`src/rtl/hero_write_rx.sv`:
```
// hero_write_rx: receive end of the hero write bus.
// Collects VALID*/DONE beats from the bag-side transmitter into a beat FIFO
// and presents them on a valid/ready stream with last/err flags. The bus
// cannot be stalled. On FIFO overflow or an over-length burst the
// transaction is cut short with an error terminator, and a sticky flag is set.
//
// Ports:
//   clk, rst          clock, synchronous active-high reset
//   hero_cycle_type   0=IDLE 1=VALID 2=DONE 3=illegal
//   hero_wdat/tag     beat data / another_type_reference
//   hero_clk_en       beat qualifier; the bus is ignored when low
//   m_valid/m_ready   output stream handshake
//   m_data/tag/last/err  output beat fields
//   txn_cnt           count of last-flagged entries pushed (wraps)
//   ovf_err/len_err/proto_err  sticky errors, cleared by err_clr (set wins)
module hero_write_rx #(
    parameter int DATA_W    = 36,
    parameter int TAG_W     = 5,
    parameter int DEPTH     = 8,
    parameter int MAX_BEATS = 16
) (
    input  logic              clk,
    input  logic              rst,
    input  logic [1:0]        hero_cycle_type,
    input  logic [DATA_W-1:0] hero_wdat,
    input  logic [TAG_W-1:0]  hero_tag,
    input  logic              hero_clk_en,
    output logic              m_valid,
    input  logic              m_ready,
    output logic [DATA_W-1:0] m_data,
    output logic [TAG_W-1:0]  m_tag,
    output logic              m_last,
    output logic              m_err,
    output logic [15:0]       txn_cnt,
    output logic              ovf_err,
    output logic              len_err,
    output logic              proto_err,
    input  logic              err_clr
);

    localparam int AW = $clog2(DEPTH);
    localparam int CW = AW + 1;
    localparam int BW = $clog2(MAX_BEATS);
    localparam int EW = DATA_W + TAG_W + 2;

    typedef enum logic [1:0] {S_IDLE, S_BURST, S_DROP} state_t;

    state_t            state, nxt_state;
    logic [BW-1:0]     beat_cnt, nxt_beat;
    logic [TAG_W-1:0]  tag_q;
    logic [EW-1:0]     mem [DEPTH];
    logic [AW-1:0]     wr_ptr, rd_ptr;
    logic [CW-1:0]     count;

    logic is_valid, is_done, is_bad, room, pop, too_long;
    logic push, push_last, push_err, cap_tag, set_ovf, set_len;
    logic [TAG_W-1:0] push_tag;

    assign is_valid = hero_clk_en && (hero_cycle_type == 2'd1);
    assign is_done  = hero_clk_en && (hero_cycle_type == 2'd2);
    assign is_bad   = hero_clk_en && (hero_cycle_type == 2'd3);
    // Last slot is held back for an error terminator; no credit for a same-cycle pop.
    assign room     = count < CW'(DEPTH - 1);
    assign pop      = m_valid && m_ready;
    assign too_long = is_valid && (beat_cnt == BW'(MAX_BEATS - 1));

    always_comb begin
        nxt_state = state;
        nxt_beat  = beat_cnt;
        push      = 1'b0;
        push_last = 1'b0;
        push_err  = 1'b0;
        push_tag  = tag_q;
        cap_tag   = 1'b0;
        set_ovf   = 1'b0;
        set_len   = 1'b0;
        case (state)
            S_IDLE: begin
                push_tag = hero_tag;
                if (is_valid) begin
                    if (room) begin
                        push      = 1'b1;
                        cap_tag   = 1'b1;
                        nxt_beat  = BW'(1);
                        nxt_state = S_BURST;
                    end else begin
                        set_ovf   = 1'b1;
                        nxt_state = S_DROP;
                    end
                end else if (is_done) begin
                    if (room) begin
                        push      = 1'b1;
                        push_last = 1'b1;
                    end else begin
                        set_ovf   = 1'b1;
                    end
                end
            end
            S_BURST: begin
                if (is_valid || is_done) begin
                    push = 1'b1;
                    if (!room || too_long) begin
                        // Terminator: offending beat's data, closes the transaction as errored.
                        push_last = 1'b1;
                        push_err  = 1'b1;
                        set_ovf   = !room;
                        set_len   = too_long;
                        nxt_state = is_valid ? S_DROP : S_IDLE;
                    end else if (is_valid) begin
                        nxt_beat  = beat_cnt + BW'(1);
                    end else begin
                        push_last = 1'b1;
                        nxt_state = S_IDLE;
                    end
                end
            end
            S_DROP: begin
                if (is_done) nxt_state = S_IDLE;
            end
            default: nxt_state = S_IDLE;
        endcase
    end

    always_ff @(posedge clk) begin
        if (rst) begin
            state     <= S_IDLE;
            beat_cnt  <= '0;
            tag_q     <= '0;
            wr_ptr    <= '0;
            rd_ptr    <= '0;
            count     <= '0;
            txn_cnt   <= '0;
            ovf_err   <= 1'b0;
            len_err   <= 1'b0;
            proto_err <= 1'b0;
        end else begin
            state    <= nxt_state;
            beat_cnt <= nxt_beat;
            if (cap_tag) tag_q <= hero_tag;
            if (push) begin
                wr_ptr <= wr_ptr + AW'(1);
                if (push_last) txn_cnt <= txn_cnt + 16'd1;
            end
            if (pop) rd_ptr <= rd_ptr + AW'(1);
            count <= count + CW'(push) - CW'(pop);
            // Clear first so a same-cycle set wins.
            if (err_clr) begin
                ovf_err   <= 1'b0;
                len_err   <= 1'b0;
                proto_err <= 1'b0;
            end
            if (set_ovf) ovf_err   <= 1'b1;
            if (set_len) len_err   <= 1'b1;
            if (is_bad)  proto_err <= 1'b1;
        end
    end

    always_ff @(posedge clk) begin
        if (push) mem[wr_ptr] <= {hero_wdat, push_tag, push_last, push_err};
    end

    // Head entry is read straight from storage; zeroed when empty so stale
    // contents never show after reset.
    assign m_valid = (count != '0);
    assign {m_data, m_tag, m_last, m_err} = m_valid ? mem[rd_ptr] : '0;

endmodule
```
`config.mk`:
```
export PLATFORM = sky130hd
export DESIGN_NAME = hero_write_rx
export DESIGN_NICKNAME = d
export VERILOG_FILES = /design/src/rtl/hero_write_rx.sv
export SDC_FILE = /design/constraint.sdc
export NUM_CORES = 1
export LEC_CHECK = 0
export BUFFER_PORTS_ARGS = -buffer_cell sky130_fd_sc_hd__buf_4
export CAP_MARGIN = 40
export CORE_MARGIN = 10
export CORE_UTILIZATION = 55
export CTS_CLUSTER_SIZE = 20
export DETAILED_ROUTE_END_ITERATION = 10
export PLACE_DENSITY_LB_ADDON = 0.08
export SLEW_MARGIN = 20
export SYNTH_ARGS = -nofsm -noshare
export SYNTH_HDL_FRONTEND = slang
export SYNTH_SLANG_ARGS = --single-unit
```
`constraint.sdc`:
```
create_clock -name clk -period 7.24 [get_ports clk]
set_input_delay 0.724 -clock clk [delete_from_list [all_inputs] [get_ports clk]]
set_output_delay 0.724 -clock clk [all_outputs]
set_load 0.01 [all_outputs]
```
=== Word-level counts from Yosys, hierarchy flattened ===
Memories as Yosys holds them, arrays and structs flattened. A register that Yosys moved wholly into a read port is not among the register bits.
Cells that the tools add are included.

* Reduce and logical (&&, ||, !) cells: 17
* Add/sub/neg operators: 6
* Equal/unequal tests: 13
* Magnitude comparators: 1
* Muxes and demuxes: 48

{| class="wikitable"
|+ Operators with widths
! operator !! count
|-
| two-way mux 43 bit || 1
|-
| two-way mux 1 bit || 27
|-
| two-way mux 4 bit || 5
|-
| adder 16 x 1 -> 16 bit (second input constant) || 1
|-
| two-way mux 2 bit || 7
|-
| != test 2 bit (second input constant) || 6
|-
| one-hot mux 4 bit (2 select lines) || 1
|-
| nonzero test 2 bit || 4
|-
| adder 3 x 1 -> 3 bit (second input constant) || 2
|-
| == test 2 bit (second input constant) || 3
|-
| two-way mux 3 bit || 2
|-
| one-hot mux 1 bit (2 select lines) || 3
|-
| one-hot mux 2 bit (3 select lines) || 1
|-
| AND reduction 6 bit || 1
|-
| logical AND 1 bit || 5
|-
| two-way mux 5 bit || 1
|-
| adder 4 x 1 -> 4 bit || 1
|-
| adder 4 x 1 -> 4 bit (second input constant) || 1
|-
| == test 2 x 1 -> 1 bit (second input constant) || 2
|-
| == test 4 bit (second input constant) || 1
|-
| less-than comparator 4 x 3 -> 1 bit (second input constant) || 1
|-
| AND reduction 4 bit || 1
|-
| nonzero test 4 bit || 1
|-
| subtractor 4 x 1 -> 4 bit || 1
|-
| other kinds (5) || 6
|}

* Memories kept: 1
* Input port bits: 48
* Logic and storage cells: 96
* Bits in writable memories: 344
* Register bits after elaboration: 40
* Output and inout bits: 63

{| class="wikitable"
|+ Memories
! memory !! words !! bits a word !! rd ports !! clocked after Yosys merged registers in !! write ports !! RTL line !! text
|-
| mem || 8 || 43 || 1 || 1 || 1 || 51 || <nowiki>logic [EW-1:0] mem [DEPTH];</nowiki>
|}

=== Longest topological paths before layout ===
* Depth after elaboration: 8
* Mapped depth: 12
* Mapped depth without buffers: 12

=== Worst setup path before layout ===
Ideal clock, no wire load.

* Path type: in2reg
* Start point: in hero_cycle_type[0]
* End point: mem mem[2][0] (netlist bit), enable pin
* Path slack: 0.809 ns
* Stages: 5
* Arrival: 5.865 ns
* Data required time: 6.674 ns
* Cells stage by stage: buf_4 xor2_4 o2111a_4 inv_4 nor4b_1

* Word-level cells in the longest chain between the ends: 7
* Elaborated cells on any way between the ends: 11
* Classes of those cells: eq/ne (2); mux (6); reduce/logical (3)

{| class="wikitable"
|+ RTL lines
! element !! RTL line !! text
|-
| start: declaration || 24 || <nowiki>input logic [1:0] hero_cycle_type,</nowiki>
|-
| == test 2 bit / == test 2 x 1 -> 1 bit (equally long branches) || 60, 59 ||
|-
| logical AND 1 bit, on equally long branches || 60, 59 ||
|-
| two-way mux 1 bit / logical OR 1 bit (equally long branches) || 90, 100 ||
|-
| two-way mux 1 bit, on equally long branches || 80, 100 ||
|-
| one-hot mux 1 bit (2 select lines) * || 77 || <nowiki>case (state)</nowiki>
|-
| two-way mux 1 bit * || 159 || <nowiki>if (push) mem[wr_ptr] <= {hero_wdat, push_tag, push_last, push_err};</nowiki>
|-
| two-way mux 1 bit (not written as such) * || 159 ||
|-
| end: declaration || 51 ||
|}

Mark *: on every way between the ends. The rest lies on a longest branch, timed or not.

==> impl_metrics.yaml <==
drt:
  via_per_inst: 5.82
  ant_nets: 0
  wl_mm: 30.6
  drt_iter0_markers: 540
  first_pass_iters: 5
  vias: 7717
  drc: 0
  wl_per_cell_um: 23.0
setup_path:
  reg2reg_setup_slack_ns: 4.23
  critPathArrivalTime_ns: 2.99
  critPathMaxStageDelay_ns: 0.52
  timing.rr.start: "count[3]"
  start_kind: "register"
  cp_cell_sequence: "buf_16 > buf_4 > buf_16 > mux4_2 > mux2i_1 > nor2_1 > buf_4"
  reg2reg_to: "mem[5][18]"
  crit_slowest_cell: "mux4_2"
  worstRegToRegCells: 7
  critical_path_buf_inv_count: 4
  crit_type: "reg2out"
  crit_family: "buffers and inverters"
  timing.critical_path.required_ns: 6.52
  worst_setup_path_end_kind: "output port"
  cp.depth: 7
  path_max_fanout: 33
floorplan:
  io_pins: 111
  die_area_um2: 34700
  die_w_um: 186
  rows: 60
  design.core.area_um2: 27100
  die_h_um: 186
  start_util: 0.561
clock_tree:
  postCtsResizedCells: 0
  root_buffer: "clkbuf_16"
  cts_sinks: 387
  clk_pin_slew_ns: 0.06
  htreeDepth: 2
  post_cts_buffers: 0
  clk_latency_ns: 0.53
  hold_buffers: 0
  cts_made_buffers: 39
  cts_tree: "done"
  clockBufferDepth: 3
cells_and_area:
  drive_above_1_share: 0.302
  fin_cells: 1327
  layout_commonest_cell: "edfxtp_1"
  n_antenna_cell: 0
  area_growth_pct: 16.8
  nets: 985
  finish.instance_area_um2: 17700
  final_cell_mix: "edfxtp_1 (344), buf_4 (123), mux4_2 (86), nor2_1 (71), mux2i_1 (50)"
  fin_util: 0.655
timing:
  fmax_ghz: 0.269
  hold_viol_final: 0
  fin_crit_sh: 0.513
  setup_viol: 0
  finalMaxSlewViolations: 0
  fin_crit_ns: 3.71
  fin_tns_setup_ns: 0
  worst_pin_slew_ns: 0.950
  whs_ns: 0.431
  max_slew_margin: 0.350
  rsz0062_at_grt: "no"
  fin_worst_skew_ns: 0.0136
  setup_ws_ns: 3.53
global_route:
  grt_pass1_wl_mm: 47.7
  grt_start_max_net_pins: 47
  grt_pass1_vias: 8294
  grt_overflow: 0
  track_usage: 0.181
  antenna_found_initial: 0
synthesis:
  async_flop_share: 0
  syn-instance-count: 801
  syn-num-nets: 860
  seq_area_frac_synth: 0.736
  synthFlopType: "edfxtp_1"
  avgSynthCellArea_um2: 19.0
  synth_cell_type_count: 50
  ys_seq_elements: 387
  synth_edf_count: 344
  yosysWarnings: 0
  synth_area_um2: 15200
worst_hold_path:
  whs_endpoint: "mem[6][30]"
  holdPathStages: 1
  min_from: "hero_wdat[23]"
  worstHoldPathType: "in2reg"
placement:
  placed_cell_area_um2: 16500
  dp.cells: 1256
  place_ws_ns: 3.77
  gp_congestion: 0.766
  port-buffer-count: 110
  dp_hpwl_mm: 17.2
power:
  p_total_mw: 5.83
  power_density_nw_per_um2: 329
  ir_drop_mv: 0.174
  p_leak_nw: 5.78
outcome:
  outcome: "complete, no violations"
job:
  cap_violations: 0
## cell families after synthesis
group	count (synthesis)	synth area share
buffers and inverters	54	0.0148
and+or+nand+nor	149	0.0466
xor gates and xnor gates	8	0.00585
DFF	387	0.736
AOI/OAI and AO/OA	51	0.0226
adders and majority gates	11	0.00955
muxes	141	0.164
## report_power, final
group / switching [mW] / internal [mW] / total [mW] / leakage, nW
combinational: 0.663 / 0.694 / 1.36 / 1.72
sequential: 0.0748 / 2.51 / 2.59 / 3.46
clock: 0.792 / 1.09 / 1.89 / 0.592
total: 1.53 / 4.30 / 5.83 / 5.78
## how the worst max path moves through the flow
stage,start,to
final,register,m_data[6]
after global routing,register,m_data[12]
after CTS,register,m_data[12]
after detailed placement,register,m_tag[2]
after global placement,register,m_tag[1]
after floorplan,hero_cycle_type[0],mem[2][0]
## layer usage
| metal | up-vias | part of all wire | track usage |
|---|---|---|---|
| met3 | 39 | 0.052 | 0.0345 |
| li1 | 3480 | - | - |
| met2 | 194 | 0.51 | 0.303 |
| met4 | 0 | 0.014 | 0.0442 |
| met1 | 4004 | 0.43 | 0.240 |
| met5 | - | 0 | 0 |
## layout make-up
| class | instances | area (um^2) |
|---|---|---|
| clock buffer | 49 | 1040 |
| clock inverter | 21 | 158 |
| fill | 1829 | 9360 |
| inverter | 12 | 47.5 |
| multi-input combinational | 360 | 3830 |
| sequential | 387 | 11200 |
| tap | 372 | 465 |
| timing repair buffer | 126 | 998 |
## state kept, by name, summed over array words and instances (netlist names), 2 cells and up, named ones only
name / count
beat_cnt: 4
count: 4
mem: 344
rd_ptr: 3
state: 2
tag_q: 5
txn_cnt: 16
wr_ptr: 3
## Yosys cell counts (3+ instances only)
| library cell | n | area, um^2 |
|---|---|---|
| buf_2 | 7 | 35.0 |
| ha_1 | 10 | 125 |
| mux4_2 | 86 | 1940 |
| mux2i_1 | 50 | 500 |
| inv_1 | 10 | 37.5 |
| o31ai_1 | 10 | 75.1 |
| or4_1 | 10 | 75.1 |
| xnor2_1 | 4 | 35.0 |
| nand3_1 | 12 | 60.1 |
| dfxtp_1 | 43 | 861 |
| o21ai_0 | 6 | 30.0 |
| buf_1 | 6 | 22.5 |
| nor3b_1 | 3 | 22.5 |
| clkbuf_1 | 27 | 101 |
| or3_1 | 3 | 18.8 |
| nor2b_1 | 4 | 25.0 |
| xor2_1 | 3 | 26.3 |
| and3_1 | 3 | 18.8 |
| a21oi_1 | 21 | 105 |
| nor3_1 | 9 | 45.0 |
| nand4_1 | 3 | 18.8 |
| nor2_1 | 72 | 270 |
| nand2_1 | 20 | 75.1 |
| edfxtp_1 | 344 | 10300 |
| mux2_2 | 5 | 56.3 |
| o21a_1 | 3 | 22.5 |
No activity file was read; power rests on OpenSTA's default activity.
